[config.mk]
export PLATFORM = sky130hd
export DESIGN_NAME = exec_cc_gen_flat
export DESIGN_NICKNAME = d
export VERILOG_FILES = /design/src/rtl/exec_cc_gen_pkg.sv /design/src/rtl/exec_cc_gen_if.sv /design/src/rtl/exec_cc_gen_alu_core.sv /design/src/rtl/exec_cc_gen.sv /design/src/flat_wrapper.sv
export SDC_FILE = /design/constraint.sdc
export NUM_CORES = 1
export LEC_CHECK = 0
export CAP_MARGIN = 20
export CORE_UTILIZATION = 40
export DETAILED_ROUTE_END_ITERATION = 8
export HOLD_SLACK_MARGIN = 0.02
export PLACE_DENSITY_LB_ADDON = 0.1
export SLEW_MARGIN = 20
export SYNTH_ARGS = -nofsm -noshare
export SYNTH_HDL_FRONTEND = slang
export SYNTH_SLANG_ARGS = --single-unit
[constraint.sdc]
create_clock -name clock -period 8.4 [get_ports clock]
set_input_delay 1.68 -clock clock [delete_from_list [all_inputs] [get_ports clock]]
set_output_delay 1.68 -clock clock [all_outputs]
set_load 0.1 [all_outputs]
[src/rtl/exec_cc_gen_pkg.sv]
// Shared constants for the execute stage: instruction codes, ALU function codes,
// condition codes and the condition-code flag layout.
package exec_cc_gen_pkg;

  typedef enum logic [3:0] {
    I_HALT   = 4'h0,
    I_NOP    = 4'h1,
    I_CMOVXX = 4'h2,
    I_IRMOVQ = 4'h3,
    I_RMMOVQ = 4'h4,
    I_MRMOVQ = 4'h5,
    I_OPQ    = 4'h6,
    I_JXX    = 4'h7,
    I_CALL   = 4'h8,
    I_RET    = 4'h9,
    I_PUSHQ  = 4'hA,
    I_POPQ   = 4'hB
  } icode_e;

  typedef enum logic [3:0] {
    ALU_ADD = 4'h0,
    ALU_SUB = 4'h1,
    ALU_AND = 4'h2,
    ALU_XOR = 4'h3
  } alu_fn_e;

  typedef enum logic [3:0] {
    C_YES = 4'h0,
    C_LE  = 4'h1,
    C_L   = 4'h2,
    C_E   = 4'h3,
    C_NE  = 4'h4,
    C_GE  = 4'h5,
    C_G   = 4'h6
  } cond_e;

  // Bit positions inside the packed {ZF,SF,OF} flag vector.
  localparam int ZF = 2;
  localparam int SF = 1;
  localparam int OF = 0;

  // Flags the CC register comes out of reset with; must match the register's own reset.
  localparam logic [2:0] CC_RST = 3'b100;

endpackage

[src/rtl/exec_cc_gen_if.sv]
// Condition-code write port: the execute stage drives new flags and a write enable,
// the CC register consumes them.
interface exec_cc_gen_if;
  logic [2:0] newCC;
  logic       setCC;

  modport master (output newCC, output setCC);
  modport slave  (input  newCC, input  setCC);
endinterface

[src/rtl/exec_cc_gen_alu_core.sv]
// Combinational W-bit ALU: result = b OP a, plus {ZF,SF,OF} derived from that result.
module exec_cc_gen_alu_core
  import exec_cc_gen_pkg::*;
#(
  parameter int W = 64
) (
  input  logic [3:0]   fn,
  input  logic [W-1:0] a,
  input  logic [W-1:0] b,
  output logic [W-1:0] val,
  output logic [2:0]   cc
);

  logic of;

  // NOTE: every output of a combinational block gets a default before the case,
  // otherwise unlisted function codes would infer a latch.
  always_comb begin
    val = '0;
    of  = 1'b0;
    case (fn)
      ALU_ADD: begin
        val = b + a;
        of  = (a[W-1] == b[W-1]) && (val[W-1] != a[W-1]);
      end
      ALU_SUB: begin
        val = b - a;
        of  = (a[W-1] != b[W-1]) && (val[W-1] != b[W-1]);
      end
      ALU_AND: val = b & a;
      ALU_XOR: val = b ^ a;
      default: val = '0;
    endcase
  end

  assign cc[ZF] = (val == '0);
  assign cc[SF] = val[W-1];
  assign cc[OF] = of;

endmodule

[src/rtl/exec_cc_gen.sv]
// Execute stage: ALU, condition-code commit to the CC register, and the E->M
// pipeline register.
module exec_cc_gen
  import exec_cc_gen_pkg::*;
#(
  parameter int W = 64
) (
  input  logic           clock,
  input  logic           reset,
  input  logic [3:0]     E_icode,
  input  logic [3:0]     E_ifun,
  input  logic [W-1:0]   aluA,
  input  logic [W-1:0]   aluB,
  input  logic           E_Cnd,
  input  logic           m_exc,
  input  logic           W_exc,
  input  logic           M_stall,
  input  logic           M_bubble,
  exec_cc_gen_if.master  cc,
  output logic [W-1:0]   e_valE,
  output logic [3:0]     M_icode,
  output logic [W-1:0]   M_valE,
  output logic           M_Cnd
);

  logic [3:0] alu_fn;
  logic       is_opq;

  assign is_opq = (E_icode == I_OPQ);

  // Anything other than OPq is address or stack arithmetic, which is always an add.
  always_comb begin
    alu_fn = ALU_ADD;
    if (is_opq) alu_fn = E_ifun;
  end

  exec_cc_gen_alu_core #(.W(W)) u_alu_core (
    .fn  (alu_fn),
    .a   (aluA),
    .b   (aluB),
    .val (e_valE),
    .cc  (cc.newCC)
  );

  // The CC register latches on the same edge, so a dependent branch or cmov in E
  // the next cycle already sees these flags. M_stall deliberately does not gate this.
  assign cc.setCC = is_opq && (E_ifun <= ALU_XOR) && !m_exc && !W_exc && !reset;

  // NOTE: sequential state uses non-blocking assignments so every register samples
  // pre-edge values regardless of process ordering.
  always_ff @(posedge clock) begin
    if (reset || M_bubble) begin
      M_icode <= I_NOP;
      M_valE  <= '0;
      M_Cnd   <= 1'b0;
    end else if (!M_stall) begin
      M_icode <= E_icode;
      M_valE  <= e_valE;
      M_Cnd   <= E_Cnd;
    end
  end

endmodule

[src/flat_wrapper.sv]
// flat-port wrapper written by rule: the top's interface ports become plain ports
module exec_cc_gen_flat import exec_cc_gen_pkg::*;
#(
  parameter int W = 64
)
  (clock, reset, E_icode, E_ifun, aluA, aluB, E_Cnd, m_exc, W_exc, M_stall, M_bubble, e_valE, M_icode, M_valE, M_Cnd, cc_newCC, cc_setCC);
  exec_cc_gen_if cc_i ();
  input  logic clock;
  input  logic reset;
  input  logic [3:0] E_icode;
  input  logic [3:0] E_ifun;
  input  logic [W-1:0] aluA;
  input  logic [W-1:0] aluB;
  input  logic E_Cnd;
  input  logic m_exc;
  input  logic W_exc;
  input  logic M_stall;
  input  logic M_bubble;
  output logic [W-1:0] e_valE;
  output logic [3:0] M_icode;
  output logic [W-1:0] M_valE;
  output logic M_Cnd;
  output wire logic [$bits(cc_i.newCC)-1:0] cc_newCC;
  output wire logic [$bits(cc_i.setCC)-1:0] cc_setCC;
  assign cc_newCC = cc_i.newCC;
  assign cc_setCC = cc_i.setCC;
  exec_cc_gen #(.W(W)) u_core (.clock(clock), .reset(reset), .E_icode(E_icode), .E_ifun(E_ifun), .aluA(aluA), .aluB(aluB), .E_Cnd(E_Cnd), .m_exc(m_exc), .W_exc(W_exc), .M_stall(M_stall), .M_bubble(M_bubble), .cc(cc_i), .e_valE(e_valE), .M_icode(M_icode), .M_valE(M_valE), .M_Cnd(M_Cnd));
endmodule
## After elaboration in Yosys (flattened, before gate mapping)

Index checks and enable logic that the tools add are counted.

| word-level totals | value |
|---|---|
| register bits after elaboration | 69 |

| cells by class | value |
|---|---|
| add/subtract/negate cells | 2 |
| $lt $le $gt $ge | 1 |
| equality and inequality tests | 8 |
| muxes and demuxes | 3 |
| bitwise logic cells | 2 |
| reduce and logical (&&, ||, !) cells | 12 |

Operator list:

| kind | number |
|---|---|
| $pmux W64 S4 | 1 |
| $add A64 B64 Y64 | 1 |
| $and A64 B64 Y64 | 1 |
| $logic_not A64 Y1 | 1 |
| $sub A64 B64 Y64 | 1 |
| $xor A64 B64 Y64 | 1 |
| $eq A4 B2 Y1 const B | 2 |
| $logic_and A1 B1 Y1 | 6 |
| $eq A4 B1 Y1 const B | 1 |
| $eq A4 B3 Y1 const B | 1 |
| $le A4 B2 Y1 const B | 1 |
| $logic_not A4 Y1 | 1 |
| $mux W4 | 1 |
| $logic_not A1 Y1 | 3 |
| $ne A1 B1 Y1 | 3 |
| $pmux W1 S2 | 1 |
| $eq A1 B1 Y1 | 1 |
| $logic_or A1 B1 Y1 | 1 |

## Logic depth before layout (Yosys ltp)

Gate-level depths: netlist (run 1).

| depth | value |
|---|---|
| depth after elaboration | 5 |
| depth in mapped cells | 16 |

## Modules after synthesis

A second synthesis (run 1) with hierarchy kept.

| second synthesis, totals | value |
|---|---|
| cell total of the unflattened synthesis | 2025 |
| area, all modules | 13772.0 µm² |

By module, submodules not included:

| module | instances | cells each | area an instance (µm²) | sequential area each (µm²) |
|---|---|---|---|---|
| exec_cc_gen_alu_core | 1 | 1794 | 11275.8 | 0.0 |
| exec_cc_gen | 1 | 231 | 2496.1 | 1381.3 |

## Worst setup path after synthesis (run 1)

Ideal clock, no wire load.

| timing path | value |
|---|---|
| path kind | in2out |
| from | input port aluA[3] |
| to | output port cc_newCC[2] |
| data arrival time | 8.005 ns |
| data required time | 6.720 ns |
| slack | -1.285 ns |
| stages on the path | 15 |
| buffers on the path | 1 |
| cells stage by stage | inv_1 -> ha_1 -> clkbuf_1 -> o211a_1 -> o31ai_1 -> a2111oi_1 -> o311a_1 -> nor2_1 -> o21a_1 -> o221ai_1 -> o311ai_0 -> nor4_1 -> and4b_1 -> nand4b_1 -> nor4_2 |

| on the way | value |
|---|---|
| word-level cells in the longest chain between the ends | 3 |

Ends and longest elaborated chain:

| what | line | source |
|---|---|---|
| from (decl) | flat_wrapper.sv:12 | `input logic [W-1:0] aluA;` |
| $sub A64 B64 Y64 / $add A64 B64 Y64 (equally long branches) | exec_cc_gen_alu_core.sv:27, exec_cc_gen_alu_core.sv:23 |  |
| $pmux W64 S4 (*) | exec_cc_gen_alu_core.sv:21 | `case (fn)` |
| named net e_valE[37] | flat_wrapper.sv:19 | `output logic [W-1:0] e_valE;` |
| $logic_not A64 Y1 (*) | exec_cc_gen_alu_core.sv:36 | `assign cc[ZF] = (val == '0);` |
| to (decl) | flat_wrapper.sv:23 | `output wire logic [$bits(cc_i.newCC)-1:0] cc_newCC;` |

Mark *: on every way through the listed nets, which the timed path passes. The rest lies on a longest branch.

## Worst setup path in the final report (run 1)

| timing path | value |
|---|---|
| from | input port aluA[0] |
| to | output port cc_newCC[2] |

| on the way | value |
|---|---|
| word-level cells in the longest chain between the ends | 3 |

Ends and longest elaborated chain:

| what | line | source |
|---|---|---|
| $sub A64 B64 Y64 (tied with other cells) | exec_cc_gen_alu_core.sv:27 | `val = b - a;` |
| $pmux W64 S4 (*) | exec_cc_gen_alu_core.sv:21 |  |
| $logic_not A64 Y1 (*) | exec_cc_gen_alu_core.sv:36 |  |

Mark *: on every way between the ends. The rest lies on a longest branch, timed or not.

==> impl_metrics.py, run 1 <==
metrics = {
    "grt": {
        "grt_pass1_vias": 16940,
        "grt_max_degree": 67,
        "grt_usage_pct": 39.64,
        "grt_pass1_wl_mm": 102.8,
        "grt-ovfl-total": 0,
        "grt_antenna_before_repair": 0,
    },
    "layout": {
        "fin_nets": 2631,
        "drive_gt1_share_pct": 13.62,
        "fillCellCount": 3297,
        "syn_to_final_growth_pct": 37.11,
        "n_antenna_cell": 0,
    },
    "synthesis": {
        "ys.flop_type": "dfxtp_1",
        "synth_top_area_share_pct": 11.87,
        "synth_cells": 2010,
        "yosysSeqAreaShare_pct": 10.32,
        "async_flop_share_pct": 0,
        "yosys.area.top_type": "ha_1",
        "synth_fp_nets": 2282,
        "synth_cell_types": 92,
        "yosysMostFrequentCell": "a21oi_1",
        "synth-warning-count": 0,
        "synth-edff-count": 0,
        "yosys-top-cells-count": "223 x a21oi_1, 214 x nor2_1, 182 x nand2_1",
        "syn_area_um2": 13390,
        "ys_top_cells_by_area": "ha_1 12%, dfxtp_1 10%, a21oi_1 8.3%",
        "avgSynthCellArea_um2": 6.661,
        "synth_seq_cells": 69,
    },
    "setup_path": {
        "critPathMaxFanout": 4,
        "required_ps": 6720,
        "critPathLaunchType": "input port",
        "crit_type": "in -> out",
        "r2r-end": "u_core.M_valE[63]",
        "critPathLaunch": "aluA[0]",
        "cp-end-kind": "output port",
        "rrSetupSlack_ps": 7680,
        "rr_worst_depth": 2,
        "r2r-start": "u_core.M_valE[63]",
        "arrival_ps": 6600,
        "crit_end": "cc_newCC[2]",
    },
    "place": {
        "hpwlAfterDp_mm": 55.61,
        "gp_congestion": 1.077,
        "port_buffers": 279,
    },
    "timing": {
        "setup-tns-final_ps": 0,
        "maxSlewHeadroom_pct": 18.19,
        "worst_pin_slew_ps": 1223,
        "fmax_mhz": 120.7,
        "setup_viol": 0,
        "fin_skew_ps": 0,
        "slew_violations": 0,
        "period_needed_ps": 8285,
        "min_period_over_period_pct": 98.63,
        "hold_violations": 0,
        "holdWs_ps": 464.9,
    },
    "status": {
        "status": "completed",
    },
    "pwr": {
        "p_int_w": 0.001226,
        "seqPwrFrac_pct": 12.6,
        "vdd_drop_max_v": 0.0001533,
        "p_total_w": 0.002796,
        "clkPwrFrac_pct": 15.2,
        "powerDensity_nw_per_um2": 152.3,
        "p_sw_w": 0.001570,
        "p_leak_nw": 7.828,
        "power_frac_comb_pct": 72.2,
        "swShare_pct": 56.15,
    },
    "route": {
        "drt_iter0_drc": 2497,
        "post_drt_wl_per_cell_um": 24.78,
        "antenna_left": 0,
        "drtPass1Iterations": 6,
        "vias": 18130,
        "vias_per_cell": 6.460,
        "wirelength_mm": 69.53,
        "drc": 0,
    },
    "die": {
        "die_h_um": 184.9,
        "core_um2": 32700,
        "rows": 66,
        "die_x_um": 184.9,
        "fp.dieArea_um2": 34200,
        "initial_core_util_pct": 40.94,
        "ioPinCount": 280,
    },
    "cts": {
        "cts_tree": "yes",
        "numClockSinks": 69,
        "hold_buffers": 0,
        "cts_buffer_depth": 2,
        "clock_latency_ps": 370,
        "root_buffer": "clkbuf_16",
        "path_clk_slew_ps": 60,
        "cts_made_buffers": 9,
        "htree_levels": 3,
    },
    "hold_path": {
        "hold_path_class": "reg -> reg",
    },
    "run": {
        "drv_cap": 0,
    },
}
[cell usage in the layout (no fill, tap or decap), types with 9 or more instances in the layout]
cell,n
ha_1,127
nand3_1,44
o211ai_1,36
nand2_1,182
xnor2_1,25
a221o_1,13
mux2i_1,69
a21oi_1,222
and3_1,14
o21ai_0,100
or2_2,11
a21o_1,31
o31ai_1,35
buf_12,38
o221ai_1,13
clkbuf_16,9
o22ai_1,10
nor3_1,51
o21a_1,13
or3_1,20
clkdlybuf4s50_1,210
a211o_1,14
o2111ai_1,10
nand2b_1,10
buf_4,212
o211a_1,11
a211oi_1,38
nor4_1,38
nor2_1,214
nor2b_1,27
dfxtp_1,69
a31oi_1,27
o31a_1,12
nand4_1,37
inv_1,143
a221oi_1,14
and2_1,11
o21bai_1,28
[registers in the layout, summed over array words and instances, names as in the netlist]
name and flops:
u_core.M_valE 64, u_core.M_Cnd 1, u_core.M_icode 4
[worst max-delay path: stages]
cell and delay, ps:
clkdlybuf4s50_1 500, ha_1 190, inv_1 70, fa_1 430
o21ba_1 230, or4_4 490, nand2_4 120, and3_4 200
o211ai_4 110, a2111oi_1 600, nor2_1 240, xnor2_1 220
o221ai_2 140, or3_1 390, or4_1 450, nor4_4 320
buf_12 220
[metrics by stage]
step / cells / worst slack, ps / cell area (um2) / util, %
final: 2806 / 115.1 / 18360 / 56.13
after CTS: 2803 / 84.12 / 18270 / 55.87
after floorplan: 2010 / -170.8 / 13420 / -
after global placement: 2787 / -25.25 / 17950 / 54.90
after global routing: 2806 / -30.23 / 18360 / 56.13
after detailed placement: 2787 / -182.9 / 17960 / 54.92
[layout make-up]
class                      instances  area, um2  area share, %
clock inverter                     7      73.82         0.4022
sequential                        69       1381          7.525
clock buffer                       9      225.2          1.227
tap                              442      553.0          3.013
timing repair buffer             461       4459          24.29
inverter                         149      559.3          3.047
multi-input combinational       1669      11100          60.49
[worst min-delay path by stage]
stage                                  from                end  cells past startpoint
after floorplan           u_core.M_valE[11]  u_core.M_valE[11]                      2
after global placement     u_core.M_valE[7]   u_core.M_valE[7]                      2
after detailed placement   u_core.M_valE[7]   u_core.M_valE[7]                      2
after CTS                 u_core.M_valE[41]  u_core.M_valE[41]                      2
after global routing      u_core.M_valE[41]  u_core.M_valE[41]                      2
final                     u_core.M_valE[41]  u_core.M_valE[41]                      2
[repair_timing]
| action | CTS | global route |
|---|---|---|
| buffers inserted | 0 | 3 |
| gates resized for setup | 2 | 13 |
| endpoints found under the setup margin | 1 | 1 |
| pin swaps | 0 | 5 |
| hold endpoints to repair | 0 | 0 |
[kinds of logic after synthesis]
group                    share of synthesized area (%)
AND/OR/NAND/NOR                                  25.16
AO/OA/AOI/OAI                                    37.29
adder cells (fa/ha/maj)                          12.17
multiplexers                                     5.411
buffers and inverters                            7.822
flip-flops                                       10.32
XOR/XNOR                                         1.832
[per-layer routing]
metal | up-vias | global-route usage, % | wire length (um)
met1 | 8402 | 50.78 | 27220
met3 | 275 | 8.671 | 7904
li1 | 8198 | - | -
met4 | 0 | 21.22 | 4075
met5 | - | 0 | 0
met2 | 1253 | 61.70 | 30330
[power by group through the flow]
stage	logic [W]	clock network, W	registers [W]
2_1_floorplan	0.00113	0	0.000483
3_3_place_gp	0.00196	0	0.000360
3_5_place_dp	0.00196	0	0.000361
4_1_cts	0.00197	0.000429	0.000353
5_1_grt	0.00210	0.000435	0.000355
6_report	0.00202	0.000424	0.000353
(Power assumes the default switching activity.)
==> inputs of run 2 (changes only) <==
--- a/config.mk
+++ b/config.mk
@@ -6,11 +6,12 @@
 export NUM_CORES = 1
 export LEC_CHECK = 0
 export CAP_MARGIN = 20
-export CORE_UTILIZATION = 40
+export CORE_UTILIZATION = 42
 export DETAILED_ROUTE_END_ITERATION = 8
 export HOLD_SLACK_MARGIN = 0.02
 export PLACE_DENSITY_LB_ADDON = 0.1
 export SLEW_MARGIN = 20
 export SYNTH_ARGS = -nofsm -noshare
 export SYNTH_HDL_FRONTEND = slang
+export SYNTH_HIERARCHICAL = 1
 export SYNTH_SLANG_ARGS = --single-unit
==> impl_metrics.py, run 2 <==
metrics = {
    "die": {
        "fp.dieArea_um2": 33520,
        "initial_core_util_pct": 43.20,
        "die_x_um": 183.1,
        "rows": 65,
        "ioPinCount": 280,
        "die_h_um": 183.1,
        "core_um2": 31880,
    },
    "route": {
        "drc": 0,
        "antenna_left": 0,
        "wirelength_mm": 70.64,
        "vias_per_cell": 6.593,
        "vias": 18430,
        "drt_iter0_drc": 2493,
        "post_drt_wl_per_cell_um": 25.27,
        "drtPass1Iterations": 7,
    },
    "grt": {
        "grt_pass1_wl_mm": 103.8,
        "grt_antenna_before_repair": 1,
        "grt_usage_pct": 40.76,
        "grt-ovfl-total": 0,
        "grt_pass1_vias": 17210,
        "grt_max_degree": 70,
    },
    "place": {
        "port_buffers": 279,
        "hpwlAfterDp_mm": 57.71,
        "place_area_um2": 18240,
        "gp_congestion": 1.119,
        "place_inst": 2781,
    },
    "cts": {
        "cts_tree": "yes",
        "root_buffer": "clkbuf_16",
        "numClockSinks": 69,
        "cts_made_buffers": 9,
        "clock_latency_ps": 350,
        "path_clk_slew_ps": 60,
        "cts_buffer_depth": 2,
        "htree_levels": 3,
    },
    "timing": {
        "hold_violations": 0,
        "period_needed_ps": 8364,
        "min_period_over_period_pct": 99.58,
        "fmax_mhz": 119.6,
        "rsz0062_at_grt": "no",
        "slew_violations": 0,
        "worst_pin_slew_ps": 1098,
        "fin_skew_ps": 0,
        "setup-tns-final_ps": 0,
        "setup_viol": 0,
        "maxSlewHeadroom_pct": 26.60,
    },
    "pwr": {
        "p_leak_nw": 7.783,
        "p_int_w": 0.001322,
        "clkPwrFrac_pct": 14.5,
        "powerDensity_nw_per_um2": 160.6,
        "power_frac_comb_pct": 73.6,
        "p_total_w": 0.002982,
        "seqPwrFrac_pct": 11.9,
        "swShare_pct": 55.65,
        "vdd_drop_max_v": 0.0001191,
        "p_sw_w": 0.001659,
    },
    "setup_path": {
        "required_ps": 6720,
        "arrival_ps": 6680,
        "cp-end-kind": "output port",
        "crit_type": "in -> out",
        "rr_worst_depth": 2,
        "critPathLaunchType": "input port",
        "critPathMaxFanout": 11,
    },
    "layout": {
        "layout_common_cells": "228 x nor2_1, 212 x clkdlybuf4s50_1, 208 x a21oi_1",
        "largest_reg_flops": 64,
        "final_common_cell": "nor2_1",
        "fin_cells": 2796,
        "stdcell_area_um2": 18570,
        "max_flop_register": "u_core/M_valE",
        "final_util_pct": 58.25,
        "drive_gt1_share_pct": 13.51,
        "syn_to_final_growth_pct": 34.85,
        "fin_nets": 2630,
        "top_regs": "u_core/M_valE x64, u_core/M_icode x4, u_core/M_Cnd x1",
        "n_antenna_cell": 0,
    },
    "synthesis": {
        "synth-warning-count": 6,
        "ys.flop_type": "dfxtp_1",
        "synth_top_area_share_pct": 11.63,
        "synth_cells": 2025,
        "yosysSeqAreaShare_pct": 10.03,
        "ys_top_cells_by_area": "ha_1 12%, dfxtp_1 10%, a21oi_1 7.6%",
        "yosys.area.top_type": "ha_1",
        "synth_fp_nets": 2298,
        "synth-edff-count": 0,
        "yosysMostFrequentCell": "nor2_1",
        "synth_seq_cells": 69,
        "yosys-top-cells-count": "232 x nor2_1, 209 x a21oi_1, 166 x nand2_1",
        "avgSynthCellArea_um2": 6.801,
        "async_flop_share_pct": 0,
        "synth_cell_types": 103,
        "syn_area_um2": 13770,
    },
    "status": {
        "status": "completed",
    },
    "hold_path": {
        "min_path_cells": 1,
        "hold_path_class": "reg -> reg",
    },
    "run": {
        "drv_cap": 0,
    },
}
==> run 2: cell types whose count changed after synthesis, moves of 12 or more <==
cell,change
a21oi_1,-14
buf_2,+19
clkbuf_1,-25
mux2i_1,+19
nand2_1,-16
nand4_1,+15
nor2_1,+18
o31ai_1,+13
or3_1,-12
==> run 2: worst max-delay path: stages <==
cell,delay [ps]
clkdlybuf4s50_1,490
inv_1,50
ha_1,490
inv_1,100
o211ai_1,300
o2111ai_1,320
nor4_4,550
buf_4,230
o21bai_1,140
a32oi_1,230
o21ai_0,410
nor3_1,450
nand4b_1,290
nor4_1,330
nand4_1,220
nor2_2,210
buf_12,190
==> run 2: cell families after synthesis <==
family	after synthesis	share of synthesized area, %
multiplexers	91	6.723
flip-flops	69	10.03
adder cells (fa/ha/maj)	130	11.92
AND/OR/NAND/NOR	730	25.97
AO/OA/AOI/OAI	702	35.21
XOR/XNOR	29	1.844
buffers and inverters	274	8.295
==> run 2: final cells by class <==
type	instances	area (um2)
sequential	69	1381
clock buffer	11	242.7
timing repair buffer	444	4477
tap	435	544.3
inverter	151	566.8
clock inverter	4	72.57
multi-input combinational	1682	11290
fill	3138	13310
==> run 2: power by group through the flow <==
stage                     clock network, W  registers (W)  logic (W)
after floorplan                          0       0.000488    0.00122
after global placement                   0       0.000361    0.00214
after detailed placement                 0       0.000362    0.00214
after CTS                         0.000438       0.000355    0.00215
after global routing              0.000446       0.000357    0.00227
final                             0.000433       0.000355    0.00219
==> run 2: final timing paths <==
| kind | start | slack, ps | end |
|---|---|---|---|
| worst max register to register | u_core/M_valE[52] | 7660 | u_core/M_valE[52] |
| worst min-delay path | u_core/M_icode[0] | 480 | u_core/M_icode[0] |
| worst max-delay path | aluA[15] | 40 | cc_newCC[2] |
| worst min register to register | u_core/M_icode[0] | 480 | u_core/M_icode[0] |
==> run 2: stage by stage <==
stage / hold slack [ps] / setup WS [ps]
after floorplan: 986.4 / 0.09015
after global placement: 451.8 / 229.4
after detailed placement: 457.5 / 109.4
after CTS: 471.2 / 68.20
after global routing: 490.3 / 1.890
final: 476.0 / 35.65
==> run 2: repair_timing <==
item,in CTS,in global routing
gates resized for setup,0,4
setup buffers,0,0
endpoints found under the setup margin,0,1
hold buffers,0,0
==> run 2: per-layer routing <==
metal	up-vias	track usage (%)	part of all wire, %
met4	0	26.13	7.3
met1	8591	49.34	37
met5	-	0	0
met3	305	6.930	10
met2	1337	66.77	45
li1	8200	-	-
